[config.mk]
export PLATFORM = sky130hd
export DESIGN_NAME = ft245_channel_mux_flat
export DESIGN_NICKNAME = d
export VERILOG_FILES = /design/src/rtl/ft245_channel_mux_pkg.sv /design/src/rtl/ft245_channel_mux_if.sv /design/src/rtl/ft245_channel_mux_link_timeout.sv /design/src/rtl/ft245_channel_mux.sv /design/src/flat_wrapper.sv
export SDC_FILE = /design/constraint.sdc
export NUM_CORES = 1
export LEC_CHECK = 0
export BUFFER_PORTS_ARGS = -buffer_cell sky130_fd_sc_hd__buf_2
export CORE_MARGIN = 1
export CORE_UTILIZATION = 50
export CTS_CLUSTER_SIZE = 8
export DETAILED_ROUTE_END_ITERATION = 10
export PLACE_DENSITY = 0.73
export SLEW_MARGIN = 20
export SYNTH_ARGS = -nofsm -noshare
export SYNTH_HDL_FRONTEND = slang
export SYNTH_HIERARCHICAL = 1
export SYNTH_SLANG_ARGS = --single-unit
[constraint.sdc]
create_clock -name clk -period 4.1 [get_ports clk]
set_input_delay 0.205 -clock clk [delete_from_list [all_inputs] [get_ports clk]]
set_output_delay 0.205 -clock clk [all_outputs]
set_load 0.005 [all_outputs]
[src/rtl/ft245_channel_mux_pkg.sv]
// ft245_pkg: shared definitions for the FT245 framed channel demultiplexer.
//   - state_t and S_* : FSM state encodings.
//   - ST_*            : status codes returned to the host, one per frame.
//   - DEF_SYNC_BYTE   : default frame start marker.
package ft245_pkg;

    typedef logic [2:0] state_t;

    localparam state_t S_IDLE    = 3'd0;
    localparam state_t S_CHAN    = 3'd1;
    localparam state_t S_LEN     = 3'd2;
    localparam state_t S_PAYLOAD = 3'd3;
    localparam state_t S_CSUM    = 3'd4;
    localparam state_t S_STATUS  = 3'd5;

    localparam logic [7:0] ST_OK      = 8'h00;
    localparam logic [7:0] ST_BAD_CH  = 8'h01;
    localparam logic [7:0] ST_TIMEOUT = 8'h02;
    localparam logic [7:0] ST_CSUM    = 8'h03;

    localparam logic [7:0] DEF_SYNC_BYTE = 8'hA5;

endpackage

[src/rtl/ft245_channel_mux_if.sv]
// ft245_channel_mux_if: bundle of the host-side FT245 simple interface and the
// downstream channel bus.
//   rx_data_si/rx_rdy_si/rx_ack_si : received byte, byte available, consume pulse
//   tx_data_si/tx_rdy_si/tx_ack_si : status byte, byte valid, host accepted
//   ch_data/ch_valid/ch_ready      : shared payload byte, one-hot valid, per-channel ready
// Modports: slave = the demultiplexer, master = the host/channel side.
interface ft245_channel_mux_if #(
    parameter int unsigned N_CHANNELS = 4
) ();

    logic [7:0]            rx_data_si;
    logic                  rx_rdy_si;
    logic                  rx_ack_si;
    logic [7:0]            tx_data_si;
    logic                  tx_rdy_si;
    logic                  tx_ack_si;
    logic [7:0]            ch_data;
    logic [N_CHANNELS-1:0] ch_valid;
    logic [N_CHANNELS-1:0] ch_ready;

    modport slave (
        input  rx_data_si, rx_rdy_si, tx_ack_si, ch_ready,
        output rx_ack_si, tx_data_si, tx_rdy_si, ch_data, ch_valid
    );

    modport master (
        output rx_data_si, rx_rdy_si, tx_ack_si, ch_ready,
        input  rx_ack_si, tx_data_si, tx_rdy_si, ch_data, ch_valid
    );

endinterface

[src/rtl/ft245_channel_mux_link_timeout.sv]
// link_timeout: inter-byte gap counter.
//   clk, rst   : clock, asynchronous active-high reset
//   i_clear    : synchronous clear (priority over enable)
//   i_enable   : count one cycle
//   o_expired  : counter has reached TIMEOUT_CYCLES (holds there until cleared)
module link_timeout #(
    parameter int unsigned TIMEOUT_CYCLES = 1280000
) (
    input  logic clk,
    input  logic rst,
    input  logic i_clear,
    input  logic i_enable,
    output logic o_expired
);

    localparam int unsigned CW = $clog2(TIMEOUT_CYCLES + 1);

    logic [CW-1:0] r_count;
    logic          w_expired;

    assign w_expired = (r_count == CW'(TIMEOUT_CYCLES));
    assign o_expired = w_expired;

    always_ff @(posedge clk or posedge rst) begin
        if (rst) begin
            r_count <= '0;
        end else if (i_clear) begin
            r_count <= '0;
        end else if (i_enable && !w_expired) begin
            r_count <= r_count + CW'(1);
        end
    end

endmodule

[src/rtl/ft245_channel_mux.sv]
// ft245_channel_mux: parses host frames (sync, channel, length, payload
// [, checksum]) from the FT245 rx side, forwards payload bytes to the addressed
// channel with per-byte backpressure and returns one status byte per frame.
//   clk, rst : clock, asynchronous active-high reset
//   bus      : ft245_channel_mux_if.slave (rx/tx simple interface + channel bus)
//   leds     : low 8 bits of the good-frame counter
// Build option: define CHECKSUM_EN to expect a trailing XOR checksum byte.
module ft245_channel_mux
    import ft245_pkg::*;
#(
    parameter int unsigned N_CHANNELS     = 4,
    parameter int unsigned TIMEOUT_CYCLES = 1280000,
    parameter logic [7:0]  SYNC_BYTE      = DEF_SYNC_BYTE
) (
    input  logic                 clk,
    input  logic                 rst,
    ft245_channel_mux_if.slave   bus,
    output logic [7:0]           leds
);

    state_t                r_state, w_state_nxt;
    logic [7:0]            r_ch_id, w_ch_id_nxt;
    logic                  r_bad, w_bad_nxt;
    logic [7:0]            r_len_rem, w_len_nxt;
    logic [7:0]            r_status, w_status_nxt;
    logic [7:0]            r_ch_data, w_ch_data_nxt;
    logic [N_CHANNELS-1:0] r_ch_valid, w_ch_valid_nxt;
    logic                  r_rx_ack, w_rx_ack_nxt;
    logic                  r_tx_rdy, w_tx_rdy_nxt;
    logic [7:0]            r_tx_data, w_tx_data_nxt;
    logic [7:0]            r_good_cnt, w_good_nxt;

    logic [N_CHANNELS-1:0] w_sel;
    logic                  w_in_frame;
    logic                  w_drain;
    logic                  w_reg_free;
    logic                  w_can_accept;
    logic                  w_accept;
    logic                  w_pay_hold;
    logic                  w_tmo_en;
    logic                  w_tmo_clear;
    logic                  w_expired;
    logic                  w_goto_end;

    // One-hot decode of the latched channel id; ids >= N_CHANNELS decode to 0.
    always_comb begin
        w_sel = '0;
        for (int unsigned i = 0; i < N_CHANNELS; i++) begin
            w_sel[i] = (r_ch_id == 8'(i));
        end
    end

    assign w_in_frame = (r_state == S_CHAN) || (r_state == S_LEN) ||
                        (r_state == S_PAYLOAD) || (r_state == S_CSUM);

    // Output register is being consumed on this edge.
    assign w_drain    = |(r_ch_valid & bus.ch_ready);
    assign w_reg_free = !(|r_ch_valid) || w_drain;

    always_comb begin
        w_can_accept = 1'b0;
        case (r_state)
            S_IDLE, S_CHAN, S_LEN: w_can_accept = 1'b1;
            S_PAYLOAD:             w_can_accept = (r_len_rem != 8'd0) && (r_bad || w_reg_free);
`ifdef CHECKSUM_EN
            S_CSUM:                w_can_accept = 1'b1;
`endif
            default:               w_can_accept = 1'b0;
        endcase
    end

    // The ack is registered, so a byte is never acked on consecutive cycles.
    assign w_accept = bus.rx_rdy_si && !r_rx_ack && w_can_accept && !w_expired;

    // Gap timer is frozen while the payload waits on the channel side.
    assign w_pay_hold  = (r_state == S_PAYLOAD) && ((|r_ch_valid) || (r_len_rem == 8'd0));
    assign w_tmo_en    = w_in_frame && !r_rx_ack && !bus.rx_rdy_si && !w_pay_hold;
    assign w_tmo_clear = r_rx_ack || !w_in_frame;

    link_timeout #(
        .TIMEOUT_CYCLES (TIMEOUT_CYCLES)
    ) u_link_timeout (
        .clk       (clk),
        .rst       (rst),
        .i_clear   (w_tmo_clear),
        .i_enable  (w_tmo_en),
        .o_expired (w_expired)
    );

`ifdef CHECKSUM_EN
    logic [7:0] r_csum, w_csum_nxt;

    // Running XOR over channel, length and payload bytes as they are captured.
    always_comb begin
        w_csum_nxt = r_csum;
        if (r_rx_ack) begin
            case (r_state)
                S_CHAN:           w_csum_nxt = bus.rx_data_si;
                S_LEN, S_PAYLOAD: w_csum_nxt = r_csum ^ bus.rx_data_si;
                default:          w_csum_nxt = r_csum;
            endcase
        end
    end

    always_ff @(posedge clk or posedge rst) begin
        if (rst) begin
            r_csum <= 8'd0;
        end else begin
            r_csum <= w_csum_nxt;
        end
    end
`endif

    // A byte is captured in the cycle its ack is high (r_rx_ack).
    always_comb begin
        w_state_nxt    = r_state;
        w_ch_id_nxt    = r_ch_id;
        w_bad_nxt      = r_bad;
        w_len_nxt      = r_len_rem;
        w_status_nxt   = r_status;
        w_ch_data_nxt  = r_ch_data;
        w_ch_valid_nxt = r_ch_valid;
        w_rx_ack_nxt   = w_accept;
        w_tx_rdy_nxt   = r_tx_rdy;
        w_tx_data_nxt  = r_tx_data;
        w_good_nxt     = r_good_cnt;
        w_goto_end     = 1'b0;

        if (w_drain) begin
            w_ch_valid_nxt = '0;
        end

        if (w_in_frame && w_expired) begin
            // Timeout overrides any earlier error code.
            w_state_nxt    = S_STATUS;
            w_status_nxt   = ST_TIMEOUT;
            w_ch_valid_nxt = '0;
            w_rx_ack_nxt   = 1'b0;
        end else begin
            case (r_state)
                S_IDLE: begin
                    if (r_rx_ack && (bus.rx_data_si == SYNC_BYTE)) begin
                        w_state_nxt  = S_CHAN;
                        w_status_nxt = ST_OK;
                        w_bad_nxt    = 1'b0;
                    end
                end
                S_CHAN: begin
                    if (r_rx_ack) begin
                        w_ch_id_nxt = bus.rx_data_si;
                        w_state_nxt = S_LEN;
                        if (32'(bus.rx_data_si) >= N_CHANNELS) begin
                            w_bad_nxt    = 1'b1;
                            w_status_nxt = ST_BAD_CH;
                        end
                    end
                end
                S_LEN: begin
                    if (r_rx_ack) begin
                        w_len_nxt = bus.rx_data_si;
                        if (bus.rx_data_si == 8'd0) begin
                            w_goto_end = 1'b1;
                        end else begin
                            w_state_nxt = S_PAYLOAD;
                        end
                    end
                end
                S_PAYLOAD: begin
                    if (r_rx_ack) begin
                        w_len_nxt = r_len_rem - 8'd1;
                        if (!r_bad) begin
                            w_ch_data_nxt  = bus.rx_data_si;
                            w_ch_valid_nxt = w_sel;
                        end else if (r_len_rem == 8'd1) begin
                            // Discarded bytes need no drain; leave right away.
                            w_goto_end = 1'b1;
                        end
                    end else if ((r_len_rem == 8'd0) && w_reg_free) begin
                        w_goto_end = 1'b1;
                    end
                end
`ifdef CHECKSUM_EN
                S_CSUM: begin
                    if (r_rx_ack) begin
                        w_state_nxt = S_STATUS;
                        // An earlier bad-channel code is kept.
                        if ((bus.rx_data_si != r_csum) && (r_status == ST_OK)) begin
                            w_status_nxt = ST_CSUM;
                        end
                    end
                end
`endif
                S_STATUS: begin
                    if (r_tx_rdy && bus.tx_ack_si) begin
                        w_state_nxt   = S_IDLE;
                        w_tx_rdy_nxt  = 1'b0;
                        w_tx_data_nxt = 8'd0;
                        if (r_status == ST_OK) begin
                            w_good_nxt = r_good_cnt + 8'd1;
                        end
                    end
                end
                default: begin
                    w_state_nxt = S_IDLE;
                end
            endcase

            if (w_goto_end) begin
`ifdef CHECKSUM_EN
                w_state_nxt = S_CSUM;
`else
                w_state_nxt = S_STATUS;
`endif
            end
        end

        // Present the status byte on the edge that enters STATUS.
        if ((w_state_nxt == S_STATUS) && (r_state != S_STATUS)) begin
            w_tx_rdy_nxt  = 1'b1;
            w_tx_data_nxt = w_status_nxt;
        end
    end

    always_ff @(posedge clk or posedge rst) begin
        if (rst) begin
            r_state    <= S_IDLE;
            r_ch_id    <= 8'd0;
            r_bad      <= 1'b0;
            r_len_rem  <= 8'd0;
            r_status   <= ST_OK;
            r_ch_data  <= 8'd0;
            r_ch_valid <= '0;
            r_rx_ack   <= 1'b0;
            r_tx_rdy   <= 1'b0;
            r_tx_data  <= 8'd0;
            r_good_cnt <= 8'd0;
        end else begin
            r_state    <= w_state_nxt;
            r_ch_id    <= w_ch_id_nxt;
            r_bad      <= w_bad_nxt;
            r_len_rem  <= w_len_nxt;
            r_status   <= w_status_nxt;
            r_ch_data  <= w_ch_data_nxt;
            r_ch_valid <= w_ch_valid_nxt;
            r_rx_ack   <= w_rx_ack_nxt;
            r_tx_rdy   <= w_tx_rdy_nxt;
            r_tx_data  <= w_tx_data_nxt;
            r_good_cnt <= w_good_nxt;
        end
    end

    assign bus.rx_ack_si  = r_rx_ack;
    assign bus.tx_rdy_si  = r_tx_rdy;
    assign bus.tx_data_si = r_tx_data;
    assign bus.ch_data    = r_ch_data;
    assign bus.ch_valid   = r_ch_valid;
    assign leds           = r_good_cnt;

endmodule

[src/flat_wrapper.sv]
// flat-port wrapper written by rule: the top's interface ports become plain ports
module ft245_channel_mux_flat import ft245_pkg::*;
#(
    parameter int unsigned N_CHANNELS     = 4,
    parameter int unsigned TIMEOUT_CYCLES = 1280000,
    parameter logic [7:0]  SYNC_BYTE      = DEF_SYNC_BYTE
)
  (clk, rst, leds, bus_rx_data_si, bus_rx_rdy_si, bus_tx_ack_si, bus_ch_ready, bus_rx_ack_si, bus_tx_data_si, bus_tx_rdy_si, bus_ch_data, bus_ch_valid);
  ft245_channel_mux_if #(.N_CHANNELS(N_CHANNELS)) bus_i ();
  input  logic clk;
  input  logic rst;
  output logic [7:0] leds;
  input wire logic [$bits(bus_i.rx_data_si)-1:0] bus_rx_data_si;
  input wire logic [$bits(bus_i.rx_rdy_si)-1:0] bus_rx_rdy_si;
  input wire logic [$bits(bus_i.tx_ack_si)-1:0] bus_tx_ack_si;
  input wire logic [$bits(bus_i.ch_ready)-1:0] bus_ch_ready;
  output wire logic [$bits(bus_i.rx_ack_si)-1:0] bus_rx_ack_si;
  output wire logic [$bits(bus_i.tx_data_si)-1:0] bus_tx_data_si;
  output wire logic [$bits(bus_i.tx_rdy_si)-1:0] bus_tx_rdy_si;
  output wire logic [$bits(bus_i.ch_data)-1:0] bus_ch_data;
  output wire logic [$bits(bus_i.ch_valid)-1:0] bus_ch_valid;
  assign bus_i.rx_data_si = bus_rx_data_si;
  assign bus_i.rx_rdy_si = bus_rx_rdy_si;
  assign bus_i.tx_ack_si = bus_tx_ack_si;
  assign bus_i.ch_ready = bus_ch_ready;
  assign bus_rx_ack_si = bus_i.rx_ack_si;
  assign bus_tx_data_si = bus_i.tx_data_si;
  assign bus_tx_rdy_si = bus_i.tx_rdy_si;
  assign bus_ch_data = bus_i.ch_data;
  assign bus_ch_valid = bus_i.ch_valid;
  ft245_channel_mux #(.N_CHANNELS(N_CHANNELS), .TIMEOUT_CYCLES(TIMEOUT_CYCLES), .SYNC_BYTE(SYNC_BYTE)) u_core (.clk(clk), .rst(rst), .bus(bus_i), .leds(leds));
endmodule
==> impl_metrics.tcl, run 1 <==
set metrics [dict create \
    p_per_area_mw_per_mm2 489 \
    cp.arrival_ns 3.39 \
    clkSinkCount 79 \
    leakage_uw 0.00208 \
    ant_nets 0 \
    setup_viol 0 \
    nets 454 \
    clockBufferDepth 2 \
    io_buffers 45 \
    gr-total-overflow 0 \
    syn_area_mm2 0.00400 \
    power_frac_comb_pct 28.7 \
    slew_headroom_pct 46.4 \
    synth_top_cell_by_area "dfrtp_1" \
    ctsHoldBuffers 1 \
    htree_levels 3 \
    synth_ff_type "dfrtp_1" \
    cts_setup_buffers 0 \
    worstRegToRegCells 9 \
    power_uw 2190 \
    path_clk_slew_ns 0.09 \
    finalCritPeriodShare_pct 75.9 \
    first_pass_iters 4 \
    yosysMostFrequentCell "dfrtp_1" \
    finalSetupTns_ns 0 \
    ys_seq_area_share_pct 49.4 \
    cts_buffers 9 \
    cts_root_buffer "clkbuf_8" \
    switching_share_pct 37.2 \
    drv_cap 0 \
    dpl.cell_count 522 \
    worst_setup_path_end_kind "flip-flop" \
    cts.repair.resized 0 \
    instances_no_fill 539 \
    rsz0062_at_grt "no" \
    synth_top_cell_area_share_pct 49.4 \
    antennaDiodeCount 0 \
    routed_wirelength_um 8600 \
    cts_tree "yes" \
    worst_clock_skew_ns 0.00869 \
    grt_pass1_vias 3112 \
    hold_viol 0 \
    synth-seq-cells 79 \
    groute.usage.overall_pct 22.2 \
    ys_types 63 \
    utilization_pct 58.0 \
    routedWlPerCell_um 15.9 \
    p_sw_uw 817 \
    fp.dieH_um 91.5 \
    holdCritPathClass "in2reg" \
    avgViaCountPerCell 5.88 \
    pre_cts_slack_ns 1.03 \
    initial_utilization_pct 51.8 \
    grt_max_degree 55 \
    max_freq_ghz 0.321 \
    crit_fanout 17 \
    clkPwrFrac_pct 24.3 \
    seq_power_share_pct 47.0 \
    io_pins 46 \
    synthTopCellsByArea "dfrtp_1 (49%), mux2_2 (3.9%), a21oi_1 (2.9%)" \
    drc_errors 0 \
    detail_route.iter0.violations 152 \
    die-area_mm2 0.00837 \
    synth_fp_nets 408 \
    postSynthCellCount 386 \
    synthToLayoutAreaGrowth_pct 12.0 \
    synth_common_cells "dfrtp_1 (79), nand2_1 (28), nor2_1 (25)" \
    slew_violations 0 \
    ys_async_sr_fraction_pct 100 \
    dpl.hpwl_um 6180 \
    syn-mean-instance-area_um2 10.4 \
    max_slew.worst_pin.slew_ns 0.803 \
    antenna_found_initial 0 \
    coreArea_mm2 0.00773 \
    synth-edff-count 0 \
    p_int_uw 1380 \
    routabilityCongestion 0.870 \
    layout_setup_ws_ns 0.989 \
    cp-start-kind "flip-flop" \
    cp.required_ns 4.37 \
    synth-warning-count 6 \
    clk_latency_ns 0.35 \
    finalCriticalPeriod_ns 3.11 \
    hold_depth 4 \
    critical_path_class "reg2reg" \
    rows 32 \
    vias 3167 \
    drive_above_1_share_pct 22.0 \
    die_x_um 91.5 \
    grt_pass1_wl_um 14600 \
    vdd_ir_drop_max_uv 280 \
    status "finished, final reports clean" \
]
[critical path, stage by stage, from the launching register on]
cell and delay [ns]:
dfrtp_1 0.54, inv_1 0.11, nand3_1 0.43, a21oi_1 0.09, nor3_1 0.16, buf_4 0.18, nand4_2 0.15, or4_1 0.69
or4_1 0.54, a21oi_1 0.16
[cell type report]
class                           count  area (um2)
Multi-Input combinational cell    273        1870
Sequential cell                    79        1980
Timing Repair Buffer               49         258
Fill cell                         661        3240
Tap cell                          102         128
Clock buffer                        9         124
Inverter                           20        75.1
Clock inverter                      7        55.1
[final timing paths]
kind	startpoint	to	slack, ns
setup / recovery	u_core/r_state[2]	u_core/u_link_timeout/r_count[17]	0.99
hold / removal	bus_tx_ack_si	u_core/bus.tx_rdy_si	0.11
setup reg to reg	u_core/r_state[2]	u_core/u_link_timeout/r_count[17]	0.99
hold reg to reg	u_core/leds[7]	u_core/leds[7]	0.48
max in group asynchronous	rst	u_core/r_len_rem[0]	2.97
min in group asynchronous	rst	u_core/leds[5]	0.27
[cells by family after synthesis]
logic type	share of synthesized area [%]
simple gates	22.5
compound gates	14.4
flops	49.4
buf+inv	4.00
mux	4.78
xor+xnor	3.06
fa+ha+maj	1.87
[flip-flops by register name, indices dropped and copies added, names as in the netlist, 3 cells and up]
name and count:
u_core/u_link_timeout/r_count 21, u_core/leds 8, u_core/bus.ch_valid 4, u_core/r_ch_id 8, u_core/bus.ch_data 8, u_core/r_status 8, u_core/r_state 3, u_core/bus.tx_data_si 8
u_core/r_len_rem 8
[power groups by stage]
stage          Clock [uW]  Combinational (uW)  Sequential (uW)
3_5_place_dp            0                 628             1040
6_report              532                 629             1030
3_3_place_gp            0                 606             1040
2_1_floorplan           0                 533              988
4_1_cts               545                 631             1030
5_1_grt               583                 713             1050
[cell usage in the layout (no fill, tap or decap), types with 3 or more instances in the layout]
| cell type | n |
|---|---|
| mux2_2 | 14 |
| o21ai_0 | 17 |
| inv_1 | 19 |
| a22o_1 | 6 |
| buf_2 | 45 |
| mux2_1 | 3 |
| nand3_1 | 12 |
| a32oi_1 | 4 |
| o21a_1 | 4 |
| clkbuf_8 | 9 |
| nor2_1 | 25 |
| nand2b_1 | 3 |
| nand4_1 | 8 |
| or3_1 | 6 |
| nor3_1 | 11 |
| o31ai_1 | 5 |
| and4_1 | 3 |
| buf_4 | 3 |
| or4_1 | 9 |
| xor2_1 | 3 |
| nor4_1 | 9 |
| and3_1 | 10 |
| dfrtp_1 | 79 |
| xnor2_1 | 11 |
| a22oi_1 | 4 |
| a21oi_1 | 23 |
| nand2_1 | 28 |
| ha_1 | 6 |
[through the flow]
stage / hold WS (ns) / area, um2
3_5_place_dp: 0.0904 / 4290
3_3_place_gp: 0.0893 / 4290
6_report: 0.112 / 4480
4_1_cts: 0.103 / 4480
5_1_grt: 0.120 / 4480
2_1_floorplan: 0.182 / 4000
[layer usage]
metal	global-route usage [%]	vias to the layer above	share of wire (%)
li1	-	1528	-
met1	28.2	1555	45
met2	36.8	67	49
met3	3.69	17	3.4
met4	10.3	0	2.1
met5	0	-	0
Power figures use the tool's default switching activity.
==> run 2: changes to the inputs <==
clock period = 3 ns   (was 4.1 ns; I/O delays follow)
==> run 2 against run 1 <==
Effect of this change: non-clock buffer count rose by 7; routed wire length rose by 2.5%; total power rose by 39%; count of clock-buffer cells in the layout rose by 2; maximum frequency rose by 12%; clock skew fell by 0.0013 ns; first-iteration DRC count rose by 20%; largest cell class unchanged.
==> impl_metrics.tcl, run 2 (synthesized netlist as in run 1, its figures left out) <==
set metrics [dict create \
    slew_headroom_pct 45.8 \
    routabilityCongestion 0.880 \
    rows 32 \
    hold_viol 0 \
    status "finished, final reports clean" \
    coreArea_mm2 0.00773 \
    layout.area.seq_mm2 0.00198 \
    drc_errors 0 \
    io_pins 46 \
    groute.usage.overall_pct 23.1 \
    cts_setup_buffers 0 \
    worst_setup_path_end_kind "flip-flop" \
    largest_reg_flops 21 \
    vdd_ir_drop_max_uv 434 \
    layout_common_cells "dfrtp_1 (79), buf_2 (45), nand2_1 (28)" \
    synthToLayoutAreaGrowth_pct 13.6 \
    hold_depth 3 \
    p_per_area_mw_per_mm2 668 \
    finalCriticalPeriod_ns 2.77 \
    holdCritPathClass "in2reg" \
    rsz0062_at_grt "no" \
    crit_path_max_incr_delay_ns 0.69 \
    cp.required_ns 3.28 \
    initial_utilization_pct 51.8 \
    slew_violations 0 \
    cts_buffers 9 \
    critical_path_class "reg2reg" \
    antennaDiodeCount 0 \
    crit_chain "nor4_2 -> a21oi_1 -> nor3_2 -> nand4_2 -> or4_1 -> or4_1 -> a21oi_1" \
    clockBufferDepth 2 \
    drive_above_1_share_pct 23.6 \
    crit_fanout 10 \
    first_pass_iters 4 \
    dpl.hpwl_um 6310 \
    io_buffers 45 \
    path_clk_slew_ns 0.08 \
    fp.dieH_um 91.5 \
    setup_viol 0 \
    cp-start-kind "flip-flop" \
    worst_clock_skew_ns 0.00740 \
    max_freq_ghz 0.361 \
    grt_pass1_vias 3134 \
    finalSetupTns_ns 0 \
    grt_max_degree 34 \
    fillers 650 \
    ant_nets 0 \
    place_area_mm2 0.00435 \
    final_area_mm2 0.00455 \
    leakage_uw 0.00211 \
    antenna_found_initial 0 \
    routed_wirelength_um 8810 \
    clk_latency_ns 0.36 \
    detail_route.iter0.violations 183 \
    drv_cap 0 \
    worstRegToRegCells 7 \
    max_slew.worst_pin.slew_ns 0.813 \
    top_register "u_core/u_link_timeout/r_count" \
    cts_root_buffer "clkbuf_8" \
    die-area_mm2 0.00837 \
    gr-total-overflow 0 \
    crit_path_top_delay_cell "or4_1" \
    multi_input_area_mm2 0.00188 \
    final_common_cell "dfrtp_1" \
    cts_tree "yes" \
    finalCritPeriodShare_pct 92.3 \
    die_x_um 91.5 \
    htree_levels 3 \
    vias 3238 \
    avgViaCountPerCell 5.93 \
    nets 461 \
    routedWlPerCell_um 16.1 \
    clkSinkCount 79 \
    grt_pass1_wl_um 15100 \
    cp.arrival_ns 3.05 \
]
run 2: cell count changes in the layout (fill, tap and decap cells not counted), moves of 2 or more:
cell,delta
inv_6,-2
nor3_1,-2
buf_4,+7
nor3_2,+2
run 2: path summary, 6_finish.rpt:
path | startpoint | endpoint | slack, ns
max in group asynchronous | rst | u_core/r_status[0] | 1.79
min in group asynchronous | rst | u_core/r_len_rem[6] | 0.39
max reg2reg | u_core/bus.ch_valid[0] | u_core/u_link_timeout/r_count[17] | 0.23
max | u_core/bus.ch_valid[0] | u_core/u_link_timeout/r_count[17] | 0.23
min | bus_rx_data_si[0] | u_core/r_len_rem[0] | 0.08
min reg2reg | u_core/leds[7] | u_core/leds[7] | 0.47
run 2: layout make-up:
cell class / instances / share of cell area (%)
clock inverters: 5 / 0.743
flip-flops and latches: 79 / 43.5
multi-input cells: 273 / 41.4
repair buffers: 56 / 6.82
inverters: 20 / 1.65
clock buffers: 11 / 3.11
well taps: 102 / 2.81
run 2: per-stage QoR:
step	util (%)	power, uW	instances	hold slack (ns)	setup WS [ns]
6_report	58.9	3040	546	0.0751	0.232
5_1_grt	58.9	3240	546	0.0587	0.0361
4_1_cts	58.7	3060	546	0.0559	0.0777
3_5_place_dp	56.3	2340	529	0.241	0.101
3_3_place_gp	56.3	2300	529	0.235	0.193
2_1_floorplan	-	2080	386	0.127	0.118
run 2: report_power, final:
part           internal, uW  switching, uW  total, uW  leakage [uW]
clock network           321            383        704     0.0000853
registers              1230            150       1380       0.00105
logic                   387            570        957      0.000981
total                  1940           1100       3040       0.00211
run 2: what timing repair did:
item / 4_1_cts / 5_1_grt
setup endpoints to repair: 0 / 9
resized for setup: 0 / 2
hold buffers: 1 / 0
endpoints found under the hold margin: 46 / 0
run 2: critical path, delay by kind of cell, from the launching register on:
kind             cells  cell delay, ns
AND/OR/NAND/NOR      5            1.95
flip-flops           1            0.43
AO/OA/AOI/OAI        2            0.31
run 2: layer usage:
metal,vias up,GRT usage (%),share of wire [%]
li1,1543,-,-
met1,1602,29.6,45
met2,77,38.1,49
met3,16,5.36,4.0
met4,0,8.20,1.5
met5,-,0,0
